### src/rtl/daq_uart_pkg.sv
// rtl/daq_uart_pkg.sv - shared types and constants for the DAQ UART transmitter
package daq_uart_pkg;

  // Frame sequencing states of the transmitter
  typedef enum logic [2:0] {
    ST_IDLE,
    ST_START,
    ST_DATA,
    ST_STOP,
    ST_RELEASE
  } tx_state_e;

  localparam int   DATA_BITS = 8;
  localparam logic TXD_IDLE  = 1'b1;

endpackage

### src/rtl/sync_2ff.sv
// rtl/sync_2ff.sv - 1-bit two-flop synchroniser, async active-low reset to 0
//
// Ports:
//   clk_i  : destination clock
//   rst_ni : asynchronous active-low reset, clears both stages
//   d_i    : asynchronous input
//   q_o    : synchronised output, two clk_i cycles of latency
module sync_2ff (
  input  logic clk_i,
  input  logic rst_ni,
  input  logic d_i,
  output logic q_o
);

  // Both stages must stay discrete flops placed close together so the first
  // stage has a full cycle to resolve metastability.
  (* ASYNC_REG = "TRUE", SHREG_EXTRACT = "NO" *) logic meta_q;
  (* ASYNC_REG = "TRUE", SHREG_EXTRACT = "NO" *) logic sync_q;

  always_ff @(posedge clk_i or negedge rst_ni) begin
    if (!rst_ni) begin
      meta_q <= 1'b0;
      sync_q <= 1'b0;
    end else begin
      meta_q <= d_i;
      sync_q <= meta_q;
    end
  end

  assign q_o = sync_q;

endmodule

### src/rtl/daq_uart_tx.sv
// rtl/daq_uart_tx.sv - 8N1/8N2 UART transmitter fed by the DAQ ready/loaded handshake
//
// Ports:
//   tx_clk         : transmit clock, all logic on its rising edge
//   reset_n        : asynchronous active-low reset
//   tx_data_ready  : producer has a byte on tx_data (asynchronous, synchronised here)
//   tx_data        : byte to send, stable while tx_data_ready is high
//   tx_data_loaded : byte captured; held until frame done and ready withdrawn
//   txd            : serial line, idle high
//   tx_busy        : high from capture until the end of the last stop bit
module daq_uart_tx
  import daq_uart_pkg::*;
#(
  parameter int CLK_DIV   = 347,
  parameter int STOP_BITS = 1
) (
  input  logic       tx_clk,
  input  logic       reset_n,
  input  logic       tx_data_ready,
  input  logic [7:0] tx_data,
  output logic       tx_data_loaded,
  output logic       txd,
  output logic       tx_busy
);

  localparam int CNT_W = $clog2(CLK_DIV);
  localparam int IDX_W = $clog2(DATA_BITS);
  localparam logic [CNT_W-1:0] CNT_LAST  = CNT_W'(CLK_DIV - 1);
  localparam logic [IDX_W-1:0] DATA_LAST = IDX_W'(DATA_BITS - 1);
  localparam logic [IDX_W-1:0] STOP_LAST = IDX_W'(STOP_BITS - 1);

  generate
    if (CLK_DIV < 2 || CLK_DIV > 65535) begin : g_bad_clk_div
      $error("daq_uart_tx: CLK_DIV must be in 2..65535");
    end
    if (STOP_BITS != 1 && STOP_BITS != 2) begin : g_bad_stop_bits
      $error("daq_uart_tx: STOP_BITS must be 1 or 2");
    end
  endgenerate

  logic                 rdy_s;
  tx_state_e            state_q, state_d;
  logic [CNT_W-1:0]     cnt_q, cnt_d;
  logic [IDX_W-1:0]     idx_q, idx_d;     // data bit index, reused as stop bit index
  logic [DATA_BITS-1:0] shift_q, shift_d;
  logic                 txd_q, txd_d;
  logic                 loaded_q, loaded_d;
  logic                 busy_q, busy_d;
  logic                 bit_end;

  sync_2ff u_rdy_sync (
    .clk_i  (tx_clk),
    .rst_ni (reset_n),
    .d_i    (tx_data_ready),
    .q_o    (rdy_s)
  );

  assign bit_end = (cnt_q == CNT_LAST);

  always_ff @(posedge tx_clk or negedge reset_n) begin
    if (!reset_n) begin
      state_q  <= ST_IDLE;
      cnt_q    <= '0;
      idx_q    <= '0;
      shift_q  <= '0;
      txd_q    <= TXD_IDLE;
      loaded_q <= 1'b0;
      busy_q   <= 1'b0;
    end else begin
      state_q  <= state_d;
      cnt_q    <= cnt_d;
      idx_q    <= idx_d;
      shift_q  <= shift_d;
      txd_q    <= txd_d;
      loaded_q <= loaded_d;
      busy_q   <= busy_d;
    end
  end

  // txd_d carries the level of the state being entered, so txd stays a
  // registered output that lines up exactly with the state it belongs to.
  always_comb begin
    state_d  = state_q;
    cnt_d    = cnt_q;
    idx_d    = idx_q;
    shift_d  = shift_q;
    txd_d    = txd_q;
    loaded_d = loaded_q;
    busy_d   = busy_q;

    case (state_q)
      ST_IDLE: begin
        txd_d = TXD_IDLE;
        if (rdy_s) begin
          shift_d  = tx_data;
          loaded_d = 1'b1;
          busy_d   = 1'b1;
          cnt_d    = '0;
          idx_d    = '0;
          txd_d    = 1'b0;
          state_d  = ST_START;
        end
      end

      ST_START: begin
        cnt_d = cnt_q + CNT_W'(1);
        if (bit_end) begin
          cnt_d   = '0;
          txd_d   = shift_q[0];
          state_d = ST_DATA;
        end
      end

      ST_DATA: begin
        cnt_d = cnt_q + CNT_W'(1);
        if (bit_end) begin
          cnt_d   = '0;
          shift_d = shift_q >> 1;
          if (idx_q == DATA_LAST) begin
            idx_d   = '0;
            txd_d   = TXD_IDLE;
            state_d = ST_STOP;
          end else begin
            idx_d = idx_q + IDX_W'(1);
            txd_d = shift_q[1];
          end
        end
      end

      ST_STOP: begin
        cnt_d = cnt_q + CNT_W'(1);
        if (bit_end) begin
          cnt_d = '0;
          if (idx_q == STOP_LAST) begin
            idx_d  = '0;
            busy_d = 1'b0;
            // Loaded may only fall once ready is gone, otherwise the
            // producer would see the same byte accepted twice.
            if (!rdy_s) begin
              loaded_d = 1'b0;
              state_d  = ST_IDLE;
            end else begin
              state_d = ST_RELEASE;
            end
          end else begin
            idx_d = idx_q + IDX_W'(1);
          end
        end
      end

      ST_RELEASE: begin
        txd_d = TXD_IDLE;
        if (!rdy_s) begin
          loaded_d = 1'b0;
          state_d  = ST_IDLE;
        end
      end

      default: begin
        txd_d   = TXD_IDLE;
        state_d = ST_IDLE;
      end
    endcase
  end

  assign txd            = txd_q;
  assign tx_data_loaded = loaded_q;
  assign tx_busy        = busy_q;

endmodule

### config.mk
export PLATFORM = sky130hd
export DESIGN_NAME = daq_uart_tx
export DESIGN_NICKNAME = d
export VERILOG_FILES = /design/src/rtl/daq_uart_pkg.sv /design/src/rtl/sync_2ff.sv /design/src/rtl/daq_uart_tx.sv
export SDC_FILE = /design/constraint.sdc
export NUM_CORES = 1
export LEC_CHECK = 0
export ABC_AREA = 1
export CORE_AREA = 2 2 59 61
export DETAILED_ROUTE_END_ITERATION = 10
export DIE_AREA = 0 0 61 63
export GPL_TIMING_DRIVEN = 0
export PLACE_DENSITY = 0.75
export RECOVER_POWER = 25
export SETUP_SLACK_MARGIN = 0.1
export SYNTH_ARGS = -nofsm -noshare
export SYNTH_HDL_FRONTEND = slang
export SYNTH_SLANG_ARGS = --single-unit
### constraint.sdc
create_clock -name tx_clk -period 1.9 [get_ports tx_clk]
set_clock_uncertainty 0.1 [all_clocks]
set_input_delay 0.285 -clock tx_clk [delete_from_list [all_inputs] [get_ports tx_clk]]
set_output_delay 0.285 -clock tx_clk [all_outputs]
set_load 0.01 [all_outputs]
# Word level (Yosys, flattened, before mapping)
# Index checks and enable logic that the tools add are counted.
# word_totals
reg_bits	28
in_bits	11
out_inout_bits	3
elab_cells	74
# classes
addsub	2
n_eq_ne	13
n_mux	34
bitwise	1
reduce_logical	15
# op_table
cell	count
$mux 3	13
$mux 9	2
$pmux 9 s2	1
$mux 8	2
$pmux 8 s2	1
$pmux 3 s5	1
$ne 2x2->1 const B	6
$reduce_and 4->1	3
$mux 1	10
$add 9x1->9 const B	1
$eq 9x9->1 const B	1
$pmux 3 s3	1
$reduce_and 7->1	1
$eq 3x2->1 const B	2
$eq 3x3->1 const B	2
$logic_not 3->1	2
$reduce_and 3->1	2
$reduce_bool 2->1	3
$reduce_bool 3->1	2
$pmux 1 s4	1
$add 3x1->3 const B	1
$eq 3x1->1 const B	1
$pmux 1 s3	1
$reduce_or 3->1	1
4 further kinds	4

# Depth between registers and ports, before layout
# Gate-level depths: netlist (run 1).
# logic_depth
depth_word	4
ltp_mapped	10
depth_no_buf	10

# Modules after synthesis
# Synthesis (run 1) repeated with hierarchy kept, for this count alone.
# unflattened
cells_unflattened	230
area_unflattened_um2	1704.1
# by_module_without_submodules
module	instances	cells_each	area_each_um2	seq_area_each_um2
daq_uart_tx	1	228	1654.1	651.9
sync_2ff	1	2	50.0	50.0

# Worst setup path after synthesis (run 1)
# OpenSTA, ideal clock, no wires.
# synth_path
path_kind	register to register
from	register cnt_q[0]
to	register idx_q[0]
setup_time_ns	0.117
t_arrival_ns	1.208
required_ns	1.683
setup_slack_ns	0.476
path_stages_with_launch	10
path_buffers	1
synth_period_minus_slack_ns	1.424
cell_sequence	dfrtp_1 inv_1 ha_1 inv_1 nor2_1 nand3_1 nand2_2 buf_6 nand3_1 nand2_1
# synth_between
elab_chain_cells	3
word_cells_on_any_way	4
classes_between	eq/ne: 3; reduce/logical: 1
# synth_rtl
item	line_no	rtl
start: declaration	daq_uart_tx.sv:43	logic [CNT_W-1:0] cnt_q, cnt_d;
start signal: assignment	daq_uart_tx.sv:71	cnt_q <= cnt_d;
$eq 9x9->1 *	daq_uart_tx.sv:58	assign bit_end = (cnt_q == CNT_LAST);
$ne 2x2->1 (no line)	-	
$reduce_and 4->1 (no line) *	-	
end signal: assignment	daq_uart_tx.sv:72	idx_q <= idx_d;
end: declaration	daq_uart_tx.sv:44	logic [IDX_W-1:0] idx_q, idx_d;
# Every way passes the cells marked *; elsewhere a longest branch is shown, timed or not.
# A chain may end at the register's enable or synchronous reset.

# Final worst setup path (run 1)
# layout_path
from	register loaded_q, in the netlist tx_data_loaded
to	output tx_data_loaded
# layout_lines
item	line_no	rtl
start: declaration	daq_uart_tx.sv:47	logic loaded_q, loaded_d;
start signal: assignment	daq_uart_tx.sv:75	loaded_q <= loaded_d;
end: declaration	daq_uart_tx.sv:21	output logic tx_data_loaded,
# No word-level cell between the ends.

==> qor.yml, run 1 <==
placement:
  dpl-instance-area_sq_um: 1901
  gp_congestion: 0.9136
  port_buffers: 13
  hpwl_microns: 2456
global_route:
  overflow: 0
  grt_pass1_vias: 1350
  antenna_found_initial: 0
  grt_max_degree: 29
  grt_pass1_wl_microns: 5885
  gr-usage-all-layers: 0.1989
synthesis:
  yosys.cell_count.top_type: "nand2_1"
  synth_edf_count: 0
  avgSynthCellArea_sq_um: 7.107
  yosysUniqueCellTypes: 25
  yosysTopAreaCellShare: 0.3944
  seq_area_frac_synth: 0.4098
  synthTopCellsByCount: "nand2_1 (99), nand3_1 (36), dfrtp_1 (27)"
  synthCells: 241
  synth_seq_cells: 28
  synth.net_count: 257
  async_reset_ff_frac: 1.000
  synth_area_leaders: "dfrtp_1 (39%), nand2_1 (22%), nand3_1 (11%)"
  yosys_warnings: 0
  yosysTopAreaCell: "dfrtp_1"
  syn_area_sq_um: 1713
  ys.flop_type: "dfrtp_1"
cts:
  cts_tree: "yes"
  clock_latency_ps: 330
  cts.path.max_buffers: 2
  path_clk_slew_ps: 150
  htree_levels: 1
  cts_made_buffers: 3
  clock-sinks: 28
  clockRootBuffer: "clkbuf_4"
critical_path:
  cp-start-kind: "register"
  crit_type: "register to output port"
  required_ps: 1510
  reg2reg_depth: 9
  crit_buf_inv: 1
  critPathSlowestCell: "clkdlybuf4s50_1"
  crit_chain: "clkdlybuf4s50_1"
  r2r_end: "shift_q[1]"
  rrSetupSlack_ps: 280
  crit_path_end_kind: "output port"
  crit_fanout: 3
  critPathTopFamily: "buffers and inverters"
  critPathMaxStageDelay_ps: 540
  arrival_ps: 1270
  r2r-start: "cnt_q[0]"
hold_path:
  min_from: "u_rdy_sync.meta_q"
  hold_class: "register to register"
  whs_path_depth: 0
  holdPathEnd: "u_rdy_sync.q_o"
sta:
  maxSlewViolCount: 0
  setup_viol: 0
  slew_headroom: 0.5403
  rsz0062_at_grt: "false"
  period_share: 0.8726
  tightestPinTransition_ps: 689.6
  finalHoldViolCount: 0
  period_needed_ps: 1658
  fmax_ghz: 0.6032
floorplanning:
  io_pins: 14
  die_width_microns: 61
  start_util: 0.5300
  die_h_microns: 63
  rows: 21
  die_area_sq_um: 3843
  core-area_sq_um: 3232
route:
  drt_first_pass_iters: 4
  antenna_left: 0
  dr_wl_met3_microns: 116
  wl_met1_microns: 1747
  viasPerCell: 4.997
  wire_per_inst_microns: 11.14
  drc: 0
  drt-total-wl_microns: 3408
  route.met2.wl_microns: 1493
  dr_total_vias: 1529
  drtIter0Drc: 83
  highest_layer: "met4"
cells_and_area:
  final_layout_size_suffix_gt1_frac: 0.1038
  syn2layout_area_growth_pct: 13.15
  antenna_cells_inserted: 0
  nets: 277
  stdcell_area_sq_um: 1938
  final_core_util: 0.5997
  fill_cells: 315
pwr:
  p_leak_uw: 0.001043
  ir_drop_v: 0.0005482
  pwr_density_cell_nw_per_um2: 1367
outcome:
  status: "completed"
job:
  max_cap_violations: 0
## power by group
part	total (uW)	switching (uW)	internal [uW]
Combinational	1430	907	521
Sequential	962	165	797
Clock	259	177	82.4
Total	2650	1250	1400
## through the flow
step,cells,hold WS (ps),worst slack [ps],TNS (ps),power [uW]
2_1_floorplan,241,-110.6,475.8,0,2047
3_5_place_dp,300,241.3,-38.09,-992.4,2401
6_report,306,272.4,242.1,0,2649
3_3_place_gp,300,232.8,-24.85,-642.7,2379
5_1_grt,306,279.1,102.6,0,2925
4_1_cts,304,257.6,224.4,0,2657
## cells by family after synthesis
group / Yosys count / share of synthesized area
flops: 28 / 0.4098
buf+inv: 27 / 0.06647
compound gates: 10 / 0.03651
fa+ha+maj: 5 / 0.03652
simple gates: 171 / 0.4507
## worst max path at each step
stage | to | start | cells past startpoint | slack (ps)
2_1_floorplan | idx_q[0] | cnt_q[0] | 9 | 480
3_3_place_gp | state_q[0] | reset_n | 1 | -20
3_5_place_dp | state_q[1] | reset_n | 1 | -40
4_1_cts | tx_data_loaded | tx_data_loaded | 1 | 220
5_1_grt | shift_q[0] | cnt_q[0] | 9 | 100
6_report | tx_data_loaded | tx_data_loaded | 1 | 240
## cell usage in the layout (no fill, tap or decap), types with 3 or more instances in the layout
cell type         n
inv_1            20
clkbuf_4          3
a21oi_1           3
nor2_4            4
nand3_1          36
dfrtp_1          27
buf_2             3
nor2_1           14
nand4_1           7
ha_1              5
clkdlybuf4s50_1  10
nand2_2           5
nand2_1          99
## metal layers
| metal | vias up | GRT usage |
|---|---|---|
| met5 | - | 0 |
| met4 | 0 | 0.05163 |
| met3 | 6 | 0.03106 |
| met2 | 27 | 0.2863 |
| met1 | 692 | 0.3086 |
| li1 | 804 | - |
## sequential cells by signal, indices dropped and copies added (netlist names)
register           count
tx_busy                1
txd                    1
idx_q                  3
tx_data_loaded         1
u_rdy_sync.meta_q      1
state_q                3
cnt_q                  9
shift_q                8
u_rdy_sync.q_o         1
## worst register-to-register path, cell delays in order, from the launching register on
cell	delay (ps)
dfrtp_1	430
inv_1	130
ha_1	200
inv_1	60
nor2_1	90
nand3_1	130
nand2_2	120
nand2_2	130
nand2_1	90
nand2_1	50
## timing repair
| action | in CTS | in global routing |
|---|---|---|
| setup endpoints to repair | 1 | 10 |
| endpoints found under the hold margin | 0 | 27 |
| buffers inserted | 0 | 1 |
| cloned | 0 | 0 |
| gates resized for setup | 1 | 0 |
| hold buffers | 0 | 1 |
## cell type report
class | instances | area [sq um] | area share
Clock buffer | 4 | 26.28 | 0.01356
Buffer | 5 | 31.28 | 0.01614
Multi-Input combinational cell | 186 | 897.1 | 0.4629
Inverter | 22 | 82.58 | 0.04261
Timing Repair Buffer | 15 | 141.4 | 0.07295
Sequential cell | 28 | 701.9 | 0.3622
Tap cell | 46 | 57.56 | 0.02970
Note: power is estimated with default switching activity, not from simulation.
==> run 2: changes to the inputs <==
--- a/config.mk
+++ b/config.mk
@@ -7,6 +7,7 @@
 export LEC_CHECK = 0
 export ABC_AREA = 1
 export CORE_AREA = 2 2 59 61
+export CTS_BUF_LIST = sky130_fd_sc_hd__clkbuf_16
 export DETAILED_ROUTE_END_ITERATION = 10
 export DIE_AREA = 0 0 61 63
 export GPL_TIMING_DRIVEN = 0
==> run 2 against run 1 <==
Net effect: global-route usage up 0.61 points; worst hold slack worse by 18 ps; routed wire length up 0.44%; non-clock buffer count down 1; sequential cell count unchanged; maximum frequency down 2.3%; cell count down 0.33%; core utilization up 1.4 points; critical endpoint is now txd; largest power group unchanged.
==> qor.yml, run 2 (synthesis gave the netlist of run 1 again) <==
cts:
  cts_tree: "yes"
  path_clk_slew_ps: 70
  clockRootBuffer: "clkbuf_16"
  htree_levels: 1
  cts.path.max_buffers: 2
  cts_made_buffers: 3
  clock_latency_ps: 260
  clock-sinks: 28
route:
  drt_first_pass_iters: 4
  drtIter0Drc: 93
  drc: 0
  antenna_left: 0
  drt-total-wl_microns: 3423
  viasPerCell: 5.144
  wire_per_inst_microns: 11.22
  dr_total_vias: 1569
critical_path:
  critPathSlowestCell: "dfstp_2"
  arrival_ps: 1310
  critPathTopFamily: "flip-flops"
  crit_start: "txd"
  crit_chain: "clkdlybuf4s50_1"
  worst-path-stages: 1
  crit_fanout: 2
  critPathMaxStageDelay_ps: 530
  cp-start-kind: "register"
  reg2reg_depth: 9
  crit_buf_inv: 1
  crit_type: "register to output port"
  crit_path_end: "txd"
  rrSetupSlack_ps: 290
  r2r-start: "cnt_q[0]"
  crit_path_end_kind: "output port"
  required_ps: 1510
  r2r_end: "shift_q[1]"
floorplanning:
  start_util: 0.5300
  die_width_microns: 61
  die_h_microns: 63
  die_area_sq_um: 3843
  io_pins: 14
  rows: 21
  core-area_sq_um: 3232
global_route:
  gr-usage-all-layers: 0.2051
  grt_pass1_vias: 1408
  overflow: 0
  grt_max_degree: 29
  grt_pass1_wl_microns: 6078
  antenna_found_initial: 0
sta:
  period_share: 0.8936
  setup_viol: 0
  fmax_ghz: 0.5890
  setup_ws_ps: 202.2
  finalHoldViolCount: 0
  rsz0062_at_grt: "false"
  period_needed_ps: 1698
  tns_ps: 0
  slew_headroom: 0.5455
  tightestPinTransition_ps: 681.7
  maxSlewViolCount: 0
pwr:
  ir_drop_v: 0.0006106
  power_uw: 2877
  pwr_density_cell_nw_per_um2: 1450
  p_leak_uw: 0.001062
cells_and_area:
  reg_top3: "cnt_q (9), shift_q (8)"
  final_cell_mix: "nand2_1 (99), nand3_1 (36), dfrtp_1 (27)"
  largest_reg_flops: 9
  final_layout_size_suffix_gt1_frac: 0.1042
  nets: 276
  regMostFlops: "cnt_q"
  syn2layout_area_growth_pct: 15.85
  final_core_util: 0.6140
  antenna_cells_inserted: 0
  stdcell_area_sq_um: 1984
  final_common_cell: "nand2_1"
placement:
  port_buffers: 13
  hpwl_microns: 2456
  pre_cts_ws_ps: -38.09
  dpl-instance-area_sq_um: 1901
  gp_congestion: 0.9136
outcome:
  status: "completed"
job:
  max_cap_violations: 0
hold_path:
  hold_class: "register to register"
run 2: through the flow:
stage | hold slack, ps | instances
3_5_place_dp | 241.3 | 300
3_3_place_gp | 232.8 | 300
5_1_grt | 258.6 | 305
4_1_cts | 257.2 | 304
2_1_floorplan | -110.6 | 241
6_report | 254.6 | 305
run 2: layer usage:
metal,vias to the layer above,GRT usage,part of all wire
li1,805,-,-
met1,721,0.3082,0.50
met2,38,0.2930,0.45
met3,5,0.03934,0.044
met4,0,0.06793,0.012
met5,-,0,0
run 2: repair_timing:
| item | 4_1_cts | 5_1_grt |
|---|---|---|
| endpoints found under the hold margin | 0 | 27 |
| gates resized for setup | 0 | 1 |
| buffers inserted | 0 | 0 |
| hold buffers | 0 | 1 |
| setup endpoints to repair | 0 | 8 |
run 2: worst min-delay path by stage:
stage,from,to,slack (ps),cells past startpoint
CTS,u_rdy_sync.meta_q,u_rdy_sync.q_o,260,0
global route,u_rdy_sync.meta_q,u_rdy_sync.q_o,260,0
global placement,u_rdy_sync.meta_q,u_rdy_sync.q_o,230,0
finish,u_rdy_sync.meta_q,u_rdy_sync.q_o,250,0
floorplan,reset_n,cnt_q[0],-110,0
detailed placement,u_rdy_sync.meta_q,u_rdy_sync.q_o,240,0
run 2: area by class of cell:
cell class	instances	area (sq um)
sequential	28	701.9
tap	46	57.56
clock inverter	1	3.754
inverter	22	82.58
clock buffer	3	75.07
timing repair buffer	14	135.1
multi-input combinational	186	897.1
buffer	5	31.28
fill	310	1247
run 2: power by group:
| group | switching (uW) | total, uW | leakage, uW | internal, uW |
|---|---|---|---|---|
| registers | 174 | 973 | 0.000352 | 799 |
| clock network | 202 | 484 | 0.0000423 | 282 |
| logic | 904 | 1420 | 0.000667 | 516 |
